`config.mk`:
```
export PLATFORM = sky130hd
export DESIGN_NAME = ifetch_unit
export DESIGN_NICKNAME = d
export VERILOG_FILES = /design/src/rtl/ifetch_pkg.sv /design/src/rtl/ifetch_queue.sv /design/src/rtl/ifetch_unit.sv
export SDC_FILE = /design/constraint.sdc
export NUM_CORES = 1
export LEC_CHECK = 0
export ABC_AREA = 1
export CAP_MARGIN = 20
export CORE_MARGIN = 3
export CORE_UTILIZATION = 60
export DETAILED_ROUTE_END_ITERATION = 6
export PLACE_DENSITY = 0.95
export SLEW_MARGIN = 20
export SYNTH_ARGS = -nofsm -noshare
export SYNTH_HDL_FRONTEND = slang
export SYNTH_SLANG_ARGS = --single-unit
```
`constraint.sdc`:
```
create_clock -name clk -period 11.9 [get_ports clk]
set_input_delay 2.38 -clock clk [delete_from_list [all_inputs] [get_ports clk]]
set_output_delay 2.38 -clock clk [all_outputs]
set_load 0.02 [all_outputs]
```
`src/rtl/ifetch_pkg.sv`:
```
// ----------------------------------------------------------------------------
// ifetch_pkg
// Shared types and constants for the instruction fetch stage.
//   fetch_state_e : fetch controller state (IDLE / REQ / DROP)
//   INSTR_W       : instruction word width
//   PC_STEP       : byte increment between consecutive instruction words
//   DEFAULT_DEPTH : default number of fetch queue entries
// ----------------------------------------------------------------------------
package ifetch_pkg;

   localparam int INSTR_W       = 32;
   localparam int PC_STEP       = 4;
   localparam int DEFAULT_DEPTH = 4;

   typedef enum logic [1:0] {
      IDLE = 2'd0,   // no request outstanding
      REQ  = 2'd1,   // request outstanding, data will be kept
      DROP = 2'd2    // request outstanding, data is stale and will be discarded
   } fetch_state_e;

endpackage

```
`src/rtl/ifetch_queue.sv`:
```
// ----------------------------------------------------------------------------
// ifetch_queue
// Synchronous FIFO of {pc, instruction} pairs with a registered head.
// Ports:
//   clk_i, reset_i          : clock, synchronous active-high reset
//   push_i/push_pc_i/push_instr_i : write a new entry (ignored when full)
//   pop_i                   : remove the head entry (ignored when empty)
//   flush_i                 : discard all entries (wins over push/pop)
//   count_o, full_o, empty_o: occupancy status
//   head_valid_o/head_pc_o/head_instr_o : registered head of the queue
// ----------------------------------------------------------------------------
module ifetch_queue
   import ifetch_pkg::*;
#(
   parameter int  DEPTH  = DEFAULT_DEPTH,
   parameter int  ADDR_W = 32,
   localparam int PTR_W  = $clog2(DEPTH),
   localparam int CNT_W  = PTR_W + 1
) (
   input  logic               clk_i,
   input  logic               reset_i,
   input  logic               push_i,
   input  logic [ADDR_W-1:0]  push_pc_i,
   input  logic [INSTR_W-1:0] push_instr_i,
   input  logic               pop_i,
   input  logic               flush_i,
   output logic [CNT_W-1:0]   count_o,
   output logic               full_o,
   output logic               empty_o,
   output logic               head_valid_o,
   output logic [ADDR_W-1:0]  head_pc_o,
   output logic [INSTR_W-1:0] head_instr_o
);

   logic [ADDR_W-1:0]  pc_mem_q    [DEPTH];
   logic [INSTR_W-1:0] instr_mem_q [DEPTH];
   logic [PTR_W-1:0]   wr_ptr_q, wr_ptr_d;
   logic [PTR_W-1:0]   rd_ptr_q, rd_ptr_d;
   logic [CNT_W-1:0]   count_q, count_d, count_left_s;
   logic               head_valid_q, head_valid_d;
   logic [ADDR_W-1:0]  head_pc_q, head_pc_d;
   logic [INSTR_W-1:0] head_instr_q, head_instr_d;
   logic               push_ok_s, pop_ok_s;

   assign full_o       = (count_q == CNT_W'(DEPTH));
   assign empty_o      = (count_q == {CNT_W{1'b0}});
   assign count_o      = count_q;
   assign head_valid_o = head_valid_q;
   assign head_pc_o    = head_pc_q;
   assign head_instr_o = head_instr_q;

   // Pointer/occupancy update and selection of the next registered head
   always_comb begin
      push_ok_s    = push_i && !full_o && !flush_i;
      pop_ok_s     = pop_i && !empty_o && !flush_i;
      wr_ptr_d     = wr_ptr_q;
      rd_ptr_d     = rd_ptr_q;
      count_left_s = count_q;
      count_d      = count_q;
      head_valid_d = head_valid_q;
      head_pc_d    = head_pc_q;
      head_instr_d = head_instr_q;
      if (flush_i) begin
         wr_ptr_d     = {PTR_W{1'b0}};
         rd_ptr_d     = {PTR_W{1'b0}};
         count_d      = {CNT_W{1'b0}};
         head_valid_d = 1'b0;
      end else begin
         if (push_ok_s) begin
            wr_ptr_d = wr_ptr_q + PTR_W'(1);
         end else begin
            wr_ptr_d = wr_ptr_q;
         end
         if (pop_ok_s) begin
            rd_ptr_d = rd_ptr_q + PTR_W'(1);
         end else begin
            rd_ptr_d = rd_ptr_q;
         end
         count_left_s = count_q - CNT_W'(pop_ok_s);
         count_d      = count_left_s + CNT_W'(push_ok_s);
         if (count_d == {CNT_W{1'b0}}) begin
            head_valid_d = 1'b0;
         end else if (count_left_s == {CNT_W{1'b0}}) begin
            // Only the word being written now will be in the queue: bypass it
            head_valid_d = 1'b1;
            head_pc_d    = push_pc_i;
            head_instr_d = push_instr_i;
         end else begin
            head_valid_d = 1'b1;
            head_pc_d    = pc_mem_q[rd_ptr_d];
            head_instr_d = instr_mem_q[rd_ptr_d];
         end
      end
   end

   // Control and head registers
   always_ff @(posedge clk_i) begin
      if (reset_i) begin
         wr_ptr_q     <= {PTR_W{1'b0}};
         rd_ptr_q     <= {PTR_W{1'b0}};
         count_q      <= {CNT_W{1'b0}};
         head_valid_q <= 1'b0;
         head_pc_q    <= {ADDR_W{1'b0}};
         head_instr_q <= {INSTR_W{1'b0}};
      end else begin
         wr_ptr_q     <= wr_ptr_d;
         rd_ptr_q     <= rd_ptr_d;
         count_q      <= count_d;
         head_valid_q <= head_valid_d;
         head_pc_q    <= head_pc_d;
         head_instr_q <= head_instr_d;
      end
   end

   // Entry storage; occupancy gates every read, so contents need no reset
   always_ff @(posedge clk_i) begin
      if (push_ok_s) begin
         pc_mem_q[wr_ptr_q]    <= push_pc_i;
         instr_mem_q[wr_ptr_q] <= push_instr_i;
      end
   end

endmodule

```
`src/rtl/ifetch_unit.sv`:
```
// ----------------------------------------------------------------------------
// ifetch_unit
// Instruction fetch stage: owns the PC, issues one word read at a time over
// a req/ack handshake, queues returned words with their PC and hands them to
// the execute core over valid/ready. A redirect flushes the queue and
// restarts fetch; a read still in flight at that moment is discarded.
// Ports:
//   clk, reset (synchronous, active high), head_address (PC after reset)
//   mem_req/mem_addr/mem_ack/mem_rdata : memory read handshake
//   ins_valid/instruction/ins_pc/ins_ready : registered queue head to core
//   redirect/redirect_pc : flush and restart fetch at redirect_pc
//   fault : sticky misaligned-redirect flag (only with IFETCH_ALIGN_FAULT_EN)
// Build option: IFETCH_ALIGN_FAULT_EN. Without it the two low bits of
// redirect_pc are truncated; with it a misaligned redirect halts fetch.
// ----------------------------------------------------------------------------
module ifetch_unit
   import ifetch_pkg::*;
#(
   parameter int DEPTH  = DEFAULT_DEPTH,
   parameter int ADDR_W = 32
) (
   input  logic               clk,
   input  logic               reset,
   input  logic [ADDR_W-1:0]  head_address,
   output logic               mem_req,
   output logic [ADDR_W-1:0]  mem_addr,
   input  logic               mem_ack,
   input  logic [INSTR_W-1:0] mem_rdata,
   output logic               ins_valid,
   output logic [INSTR_W-1:0] instruction,
   output logic [ADDR_W-1:0]  ins_pc,
   input  logic               ins_ready,
   input  logic               redirect,
   input  logic [ADDR_W-1:0]  redirect_pc
`ifdef IFETCH_ALIGN_FAULT_EN
   ,
   output logic               fault
`endif
);

   localparam int CNT_W = $clog2(DEPTH) + 1;

   fetch_state_e      state_q, state_d;
   logic [ADDR_W-1:0] fetch_pc_q, fetch_pc_d;
   logic [ADDR_W-1:0] addr_q, addr_d;
   logic [ADDR_W-1:0] redirect_pc_s;
   logic              halt_s, misalign_s;
   logic              q_push_s, q_pop_s, q_full_s, q_empty_s;
   logic [CNT_W-1:0]  q_count_s, count_next_s;

`ifdef IFETCH_ALIGN_FAULT_EN
   logic fault_q;

   assign halt_s        = fault_q;
   assign misalign_s    = redirect && (redirect_pc[1:0] != 2'b00);
   assign redirect_pc_s = redirect_pc;
   assign fault         = fault_q;

   // Sticky alignment fault, cleared only by reset
   always_ff @(posedge clk) begin
      if (reset) begin
         fault_q <= 1'b0;
      end else if (misalign_s) begin
         fault_q <= 1'b1;
      end else begin
         fault_q <= fault_q;
      end
   end
`else
   assign halt_s        = 1'b0;
   assign misalign_s    = 1'b0;
   assign redirect_pc_s = redirect_pc & {{(ADDR_W-2){1'b1}}, 2'b00};
`endif

   assign mem_req  = (state_q != IDLE);
   assign mem_addr = addr_q;

   // Queue control: a redirect flushes and swallows both the ack and the pop
   always_comb begin
      q_pop_s  = ins_valid && ins_ready && !q_empty_s && !redirect;
      q_push_s = (state_q == REQ) && mem_ack && !redirect && !q_full_s;
      if (redirect) begin
         count_next_s = {CNT_W{1'b0}};
      end else begin
         count_next_s = q_count_s + CNT_W'(q_push_s) - CNT_W'(q_pop_s);
      end
   end

   // Fetch FSM next state, next PC and next request address
   always_comb begin
      state_d    = state_q;
      fetch_pc_d = fetch_pc_q;
      if (halt_s) begin
         state_d = IDLE;
      end else if (redirect) begin
         fetch_pc_d = redirect_pc_s;
         if (misalign_s) begin
            state_d = IDLE;
         end else if ((state_q != IDLE) && !mem_ack) begin
            // Old read still in flight: wait it out and discard its data
            state_d = DROP;
         end else begin
            state_d = REQ;
         end
      end else begin
         case (state_q)
            IDLE: begin
               if (count_next_s < CNT_W'(DEPTH)) begin
                  state_d = REQ;
               end else begin
                  state_d = IDLE;
               end
            end
            REQ: begin
               if (mem_ack) begin
                  fetch_pc_d = fetch_pc_q + ADDR_W'(PC_STEP);
               end else begin
                  fetch_pc_d = fetch_pc_q;
               end
               // Only keep requesting while a slot is guaranteed for the data
               if (count_next_s < CNT_W'(DEPTH)) begin
                  state_d = REQ;
               end else begin
                  state_d = IDLE;
               end
            end
            DROP: begin
               if (mem_ack) begin
                  state_d = REQ;
               end else begin
                  state_d = DROP;
               end
            end
            default: begin
               state_d = IDLE;
            end
         endcase
      end
      // A new request starts whenever REQ is entered or a read completes in REQ;
      // otherwise the address is held so it stays stable while mem_req is high
      if ((state_d == REQ) && ((state_q != REQ) || mem_ack)) begin
         addr_d = fetch_pc_d;
      end else begin
         addr_d = addr_q;
      end
   end

   // Fetch state, PC and request address registers
   always_ff @(posedge clk) begin
      if (reset) begin
         state_q    <= REQ;
         fetch_pc_q <= head_address;
         addr_q     <= head_address;
      end else begin
         state_q    <= state_d;
         fetch_pc_q <= fetch_pc_d;
         addr_q     <= addr_d;
      end
   end

   ifetch_queue #(
      .DEPTH  (DEPTH),
      .ADDR_W (ADDR_W)
   ) u_queue (
      .clk_i        (clk),
      .reset_i      (reset),
      .push_i       (q_push_s),
      .push_pc_i    (fetch_pc_q),
      .push_instr_i (mem_rdata),
      .pop_i        (q_pop_s),
      .flush_i      (redirect),
      .count_o      (q_count_s),
      .full_o       (q_full_s),
      .empty_o      (q_empty_s),
      .head_valid_o (ins_valid),
      .head_pc_o    (ins_pc),
      .head_instr_o (instruction)
   );

endmodule
```
==> impl_metrics.py, run 1 <==
metrics = {
    "run_status": {
        "status": "complete, but fails checks",
        "violations": "design-rule violations",
    },
    "drt": {
        "via_count": 13800,
        "dr.pass1.iters": 7,
        "wl_per_cell_um": 20.2,
        "ant_nets": 0,
        "route.detailed.drc": 2,
        "via_per_inst": 6.12,
        "drt-total-wl_mm": 45.6,
        "drt_iter0_drc": 2079,
    },
    "finish": {
        "drive_gt1_frac": 0.0494,
        "seqCellArea_sq_um": 10800,
        "n_fill_cell": 1652,
        "num_antenna_cells": 0,
        "instances_no_fill": 2254,
        "multiInputGateArea_sq_um": 4970,
        "fin_nets": 1966,
        "syn_to_final_growth_pct": 20.7,
    },
    "place": {
        "gp_congestion": 0.936,
        "port_buffers": 196,
        "place.detailed.hpwl_mm": 25.7,
        "dp.cells": 2185,
    },
    "critical_path": {
        "critPathRequiredTime_ns": 12.35,
        "crit_type": "in2reg",
        "ff2ff_path_depth": 14,
        "timing.rr.start": "u_queue.count_o[2]",
        "cp_cell_sequence": "clkdlybuf4s50_1 -> inv_2 -> nand2_1 -> nor2_2 -> nand3_4 -> nand2_4 -> buf_4 -> nand2_1 -> nand3_1 -> nand3_1 -> a21oi_1",
        "max_stage_delay_ns": 0.91,
        "cp.arrival_ns": 6.42,
        "critPathTopFamily": "simple AND/OR/NAND/NOR gates",
        "end_kind": "flop",
        "cp_max_fo": 67,
        "crit_buf_inv": 3,
        "cp_slowest_cell": "nand2_4",
        "rrSetupSlack_ns": 8.14,
        "startpoint_type": "input port",
        "regToRegEndpoint": "u_queue.head_instr_o[22]",
    },
    "timing": {
        "slew_violations": 0,
        "fin_crit_sh": 0.502,
        "layout_min_cycle_time_ns": 5.97,
        "fin_worst_skew_ns": 0.0185,
        "setup_viol_count_final": 0,
        "max_freq_mhz": 167,
        "slew_headroom": 0.254,
        "finalSetupTns_ns": 0,
        "rsz0062_at_grt": "false",
        "worst_pin_slew_ns": 1.12,
        "hold_viol": 0,
    },
    "floorplan": {
        "rows": 60,
        "die_h_um": 173,
        "core-area_sq_um": 27200,
        "die_w_um": 173,
        "dieArea_sq_um": 29900,
        "start_util": 0.615,
        "boundaryPins": 199,
    },
    "clock_tree": {
        "root_buffer": "clkbuf_16",
        "clock_latency_ns": 0.52,
        "clkTransAtPathRegs_ns": 0.07,
        "post-cts-setup-buffers": 0,
        "cts_resized": 0,
        "holdBufCountCts": 0,
        "cts.sinks": 394,
        "numCtsBuffers": 38,
        "htree_levels": 2,
        "cts_max_path_buffers": 3,
        "cts_tree": "done",
    },
    "yosys": {
        "ys_warn_count": 0,
        "netlist_area_sq_um": 16700,
        "ys.flop_type": "edfxtp_1",
        "synth.distinct_cells": 29,
        "netlist_instances": 1703,
        "async_flop_share": 0,
        "ys_seq_area_frac": 0.645,
        "syn_area_per_cell_sq_um": 9.81,
        "synth_edf_count": 288,
        "synth_nets": 1815,
        "ys_seq_elements": 394,
    },
    "grt": {
        "track_usage": 0.295,
        "grt_pass1_vias": 13700,
        "overflow": 0,
        "grt_pass1_wl_mm": 71.2,
        "grt_max_degree": 105,
        "antenna_found_initial": 0,
    },
    "hold_path": {
        "hp-start": "u_queue.head_instr_o[18]",
        "holdPathStages": 4,
        "hold_path.class": "reg2reg",
        "hold_end": "u_queue.head_instr_o[18]",
    },
    "pwr": {
        "powerDensity_nw_per_um2": 156,
        "p_leak_nw": 7.76,
        "ir_worst_vdd_mv": 0.108,
    },
    "job": {
        "drv_cap": 0,
    },
}
[cell families (layout without fill, tap and decap cells)]
kind of cell / count (synthesis) / count (layout) / share of synthesized area
simple gates: 902 / 902 / 0.234
flops: 394 / 394 / 0.645
buf+inv: 257 / 436 / 0.0639
compound gates: 135 / 135 / 0.0467
fa+ha+maj: 11 / 11 / 0.00824
xor+xnor: 4 / 4 / 0.00210
[cell usage after synthesis, drive strengths merged (10+ instances only)]
cell | number | area (sq um)
dfxtp | 106 | 2120
edfxtp | 288 | 8650
ha | 11 | 138
nor2 | 167 | 632
buf | 62 | 335
a22oi | 24 | 180
clkbuf | 40 | 150
nand4 | 10 | 62.6
a21oi | 75 | 375
nand2 | 342 | 1290
inv | 154 | 578
o21ai | 22 | 110
nand3 | 375 | 1880
[placed cells by master (no fill, tap or decap), drive strengths merged, types with 3 or more instances in the layout]
master,n
a21oi,75
a22o,8
a22oi,24
buf,17
bufinv,4
clkbuf,55
clkdlybuf4s50,196
clkinv,9
dfxtp,106
edfxtp,288
ha,11
inv,155
nand2,342
nand3,375
nand4,10
nor2,167
nor3,6
o211ai,3
o21ai,22
xor2,3
[per-layer routing]
metal	share of wire	track usage	vias to the layer above	wire, um
li1	-	-	6099	-
met1	0.35	0.371	6392	16100
met2	0.49	0.495	1089	22100
met3	0.12	0.0654	207	5370
met4	0.044	0.126	0	2000
met5	0	0	-	0
[worst max-delay path by stage]
stage,from,endpoint,depth (start not counted)
2_1_floorplan,mem_ack,u_queue.instr_mem_q[0][0],6
3_3_place_gp,redirect,u_queue.head_pc_o[25],16
3_5_place_dp,redirect,u_queue.head_pc_o[28],16
4_1_cts,redirect,u_queue.head_instr_o[22],16
5_1_grt,redirect,u_queue.head_pc_o[12],11
6_report,redirect,u_queue.head_pc_o[23],11
[per-stage QoR]
| step | instance area [sq um] | power, W | utilization | setup slack (ns) | hold slack, ns |
|---|---|---|---|---|---|
| after floorplan | 16700 | 0.00177 | - | 5.88 | 0.460 |
| after global placement | 18900 | 0.00191 | 0.694 | 5.56 | 0.474 |
| after detailed placement | 18900 | 0.00193 | 0.694 | 5.41 | 0.487 |
| after CTS | 20100 | 0.00313 | 0.740 | 5.80 | 0.510 |
| after global routing | 20200 | 0.00323 | 0.741 | 5.74 | 0.515 |
| final | 20200 | 0.00314 | 0.741 | 5.93 | 0.512 |
[power breakdown]
group / switching, W / internal, W / total, W
logic: 0.000192 / 0.000128 / 0.000321
registers: 0.0000459 / 0.00154 / 0.00159
clock network: 0.000502 / 0.000723 / 0.00122
[registers in the layout, summed over array words and instances (netlist names), 3 cells and up]
| signal | count |
|---|---|
| fetch_pc_q | 32 |
| mem_addr | 32 |
| u_queue.count_o | 3 |
| u_queue.head_instr_o | 32 |
| u_queue.head_pc_o | 32 |
| u_queue.instr_mem_q | 128 |
| u_queue.pc_mem_q | 128 |
[final cells by class]
class	instances	share of cell area
repair buffers	213	0.105
clock inverters	13	0.00844
clock buffers	55	0.0539
multi-input cells	1052	0.247
well taps	372	0.0231
flip-flops and latches	394	0.534
inverters	155	0.0289
[worst register-to-register path: cells and delay by family, from the launching register on]
kind	cells	cell delay [ns]
and+or+nand+nor	7	2.09
xor gates and xnor gates	1	0.19
DFF	1	0.36
buffers and inverters	2	0.14
AOI/OAI and AO/OA	1	0.18
adders and majority gates	3	0.71
(Power assumes the default switching activity.)
==> run 2, diff against run 1 <==
--- a/config.mk
+++ b/config.mk
@@ -8,9 +8,9 @@
 export ABC_AREA = 1
 export CAP_MARGIN = 20
 export CORE_MARGIN = 3
-export CORE_UTILIZATION = 60
+export CORE_UTILIZATION = 56
 export DETAILED_ROUTE_END_ITERATION = 6
-export PLACE_DENSITY = 0.95
+export PLACE_DENSITY = 0.9
 export SLEW_MARGIN = 20
 export SYNTH_ARGS = -nofsm -noshare
 export SYNTH_HDL_FRONTEND = slang
==> constraint.sdc (replaced) <==
create_clock -name clk -period 6 [get_ports clk]
set_input_delay 1.2 -clock clk [delete_from_list [all_inputs] [get_ports clk]]
set_output_delay 1.2 -clock clk [all_outputs]
set_load 0.02 [all_outputs]
==> impl_metrics.py, run 2 (same netlist as run 1, synthesis figures left out) <==
metrics = {
    "hold_path": {
        "hold_path.class": "reg2reg",
        "hp-start": "u_queue.head_pc_o[19]",
        "hold_end": "u_queue.head_pc_o[19]",
        "holdPathStages": 4,
    },
    "finish": {
        "final_common_cell": "nand3_1",
        "top_regs": "u_queue.instr_mem_q: 128 flops, u_queue.pc_mem_q: 128 flops",
        "syn_to_final_growth_pct": 20.9,
        "drive_gt1_frac": 0.0504,
        "fin_nets": 1968,
        "n_fill_cell": 2011,
        "instances_no_fill": 2270,
        "num_antenna_cells": 0,
        "layout_common_cells": "nand3_1 (372), nand2_1 (336), edfxtp_1 (288), clkdlybuf4s50_1 (196), nor2_1 (158)",
        "seqCellArea_sq_um": 10800,
        "final_util": 0.696,
        "multiInputGateArea_sq_um": 4960,
    },
    "clock_tree": {
        "clkTransAtPathRegs_ns": 0.06,
        "root_buffer": "clkbuf_16",
        "cts_resized": 0,
        "numCtsBuffers": 39,
        "post-cts-setup-buffers": 0,
        "holdBufCountCts": 0,
        "cts.sinks": 394,
        "cts_tree": "done",
        "cts_max_path_buffers": 3,
        "clock_latency_ns": 0.52,
        "htree_levels": 2,
    },
    "critical_path": {
        "cp.arrival_ns": 4.39,
        "critPathRequiredTime_ns": 6.13,
        "ff2ff_path_depth": 15,
        "cp_max_fo": 32,
        "rrSetupSlack_ns": 2.85,
        "startpoint_type": "input port",
        "timing.rr.start": "u_queue.count_o[0]",
        "regToRegEndpoint": "u_queue.head_instr_o[25]",
        "crit_type": "in2reg",
        "end_kind": "flop",
    },
    "grt": {
        "overflow": 0,
        "top_usage_layer": "met2",
        "grt_use_met2": 0.443,
        "grt_pass1_wl_mm": 65.7,
        "track_usage": 0.261,
        "grt_pass1_vias": 13000,
        "gr-usage-met3": 0.0453,
        "grt_max_degree": 77,
        "grt_util_met1": 0.335,
        "antenna_found_initial": 0,
    },
    "floorplan": {
        "die_w_um": 179,
        "die_h_um": 179,
        "dieArea_sq_um": 31900,
        "start_util": 0.576,
        "core-area_sq_um": 29000,
        "rows": 62,
        "boundaryPins": 199,
    },
    "drt": {
        "drt_iter0_drc": 1727,
        "dr.pass1.iters": 6,
        "drt-total-wl_mm": 42.6,
        "route.detailed.drc": 0,
        "ant_nets": 0,
        "wl_per_cell_um": 18.8,
        "via_count": 13200,
        "via_per_inst": 5.83,
    },
    "timing": {
        "fin_worst_skew_ns": 0.0207,
        "finalSetupTns_ns": 0,
        "setup_viol_count_final": 0,
        "hold_viol": 0,
        "max_freq_mhz": 235,
        "fin_crit_sh": 0.710,
        "layout_min_cycle_time_ns": 4.26,
        "rsz0062_at_grt": "false",
        "slew_headroom": 0.317,
        "slew_violations": 0,
        "worst_pin_slew_ns": 1.02,
    },
    "place": {
        "place.detailed.hpwl_mm": 25.0,
        "dp.cells": 2199,
        "gp_congestion": 0.954,
        "port_buffers": 196,
    },
    "pwr": {
        "ir_worst_vdd_mv": 0.185,
        "powerDensity_nw_per_um2": 304,
        "power_w": 0.00613,
        "p_leak_nw": 7.78,
    },
    "job": {
        "drv_cap": 0,
    },
    "run_status": {
        "status": "finished clean",
    },
}
[run 2: cell types whose count changed in the layout (fill, tap and decap cells not counted), moves of 2 or more]
| cell | delta |
|---|---|
| buf_12 | +6 |
| buf_4 | -4 |
| clkinv_2 | +4 |
| clkbuf_8 | -2 |
| clkinv_1 | +2 |
| clkbuf_16 | +2 |
| bufinv_16 | -2 |
[run 2: critical path: stages]
cell and delay (ns):
clkdlybuf4s50_1 0.53, inv_2 0.21, nand2_1 0.11, nor2_2 0.21, nand2_1 0.19, inv_1 0.10, ha_1 0.14, inv_1 0.04
ha_1 0.26, inv_1 0.04, nor2_1 0.09, nand4_1 0.14, nand3b_1 0.11, nand3_1 0.08, nand2_1 0.07, nand2_1 0.09
nor2_4 0.78
[run 2: per-layer routing]
| layer | up-vias | share of wire | routed length, um |
|---|---|---|---|
| li1 | 6090 | - | - |
| met1 | 6185 | 0.37 | 16000 |
| met2 | 825 | 0.49 | 20900 |
| met3 | 127 | 0.10 | 4400 |
| met4 | 0 | 0.030 | 1290 |
| met5 | - | 0 | 0 |
[run 2: how the worst max path moves through the flow]
stage / startpoint / depth (start not counted) / end / slack (ns)
6_report: redirect / 17 / mem_addr[22] / 1.74
5_1_grt: redirect / 17 / mem_addr[22] / 1.51
4_1_cts: redirect / 17 / mem_addr[22] / 1.80
3_5_place_dp: redirect / 17 / mem_addr[22] / 1.29
3_3_place_gp: redirect / 17 / mem_addr[22] / 1.37
2_1_floorplan: mem_ack / 6 / u_queue.instr_mem_q[0][0] / 1.16
[run 2: layout make-up]
| type | count | share of cell area |
|---|---|---|
| clock inverters | 16 | 0.00632 |
| multi-input cells | 1052 | 0.245 |
| well taps | 384 | 0.0238 |
| flip-flops and latches | 394 | 0.533 |
| repair buffers | 214 | 0.108 |
| clock buffers | 55 | 0.0549 |
| inverters | 155 | 0.0288 |
[run 2: power by group]
group	switching [W]	internal, W	leakage [nW]
clock network	0.000981	0.00138	0.610
logic	0.000371	0.000258	3.64
registers	0.0000827	0.00306	3.53
[run 2: through the flow]
step	hold slack [ns]	instance area (sq um)	worst slack (ns)
after floorplan	0.460	16700	1.16
after global placement	0.499	19000	1.37
final	0.516	20200	1.74
after detailed placement	0.504	19000	1.29
after CTS	0.517	20200	1.80
after global routing	0.545	20200	1.51
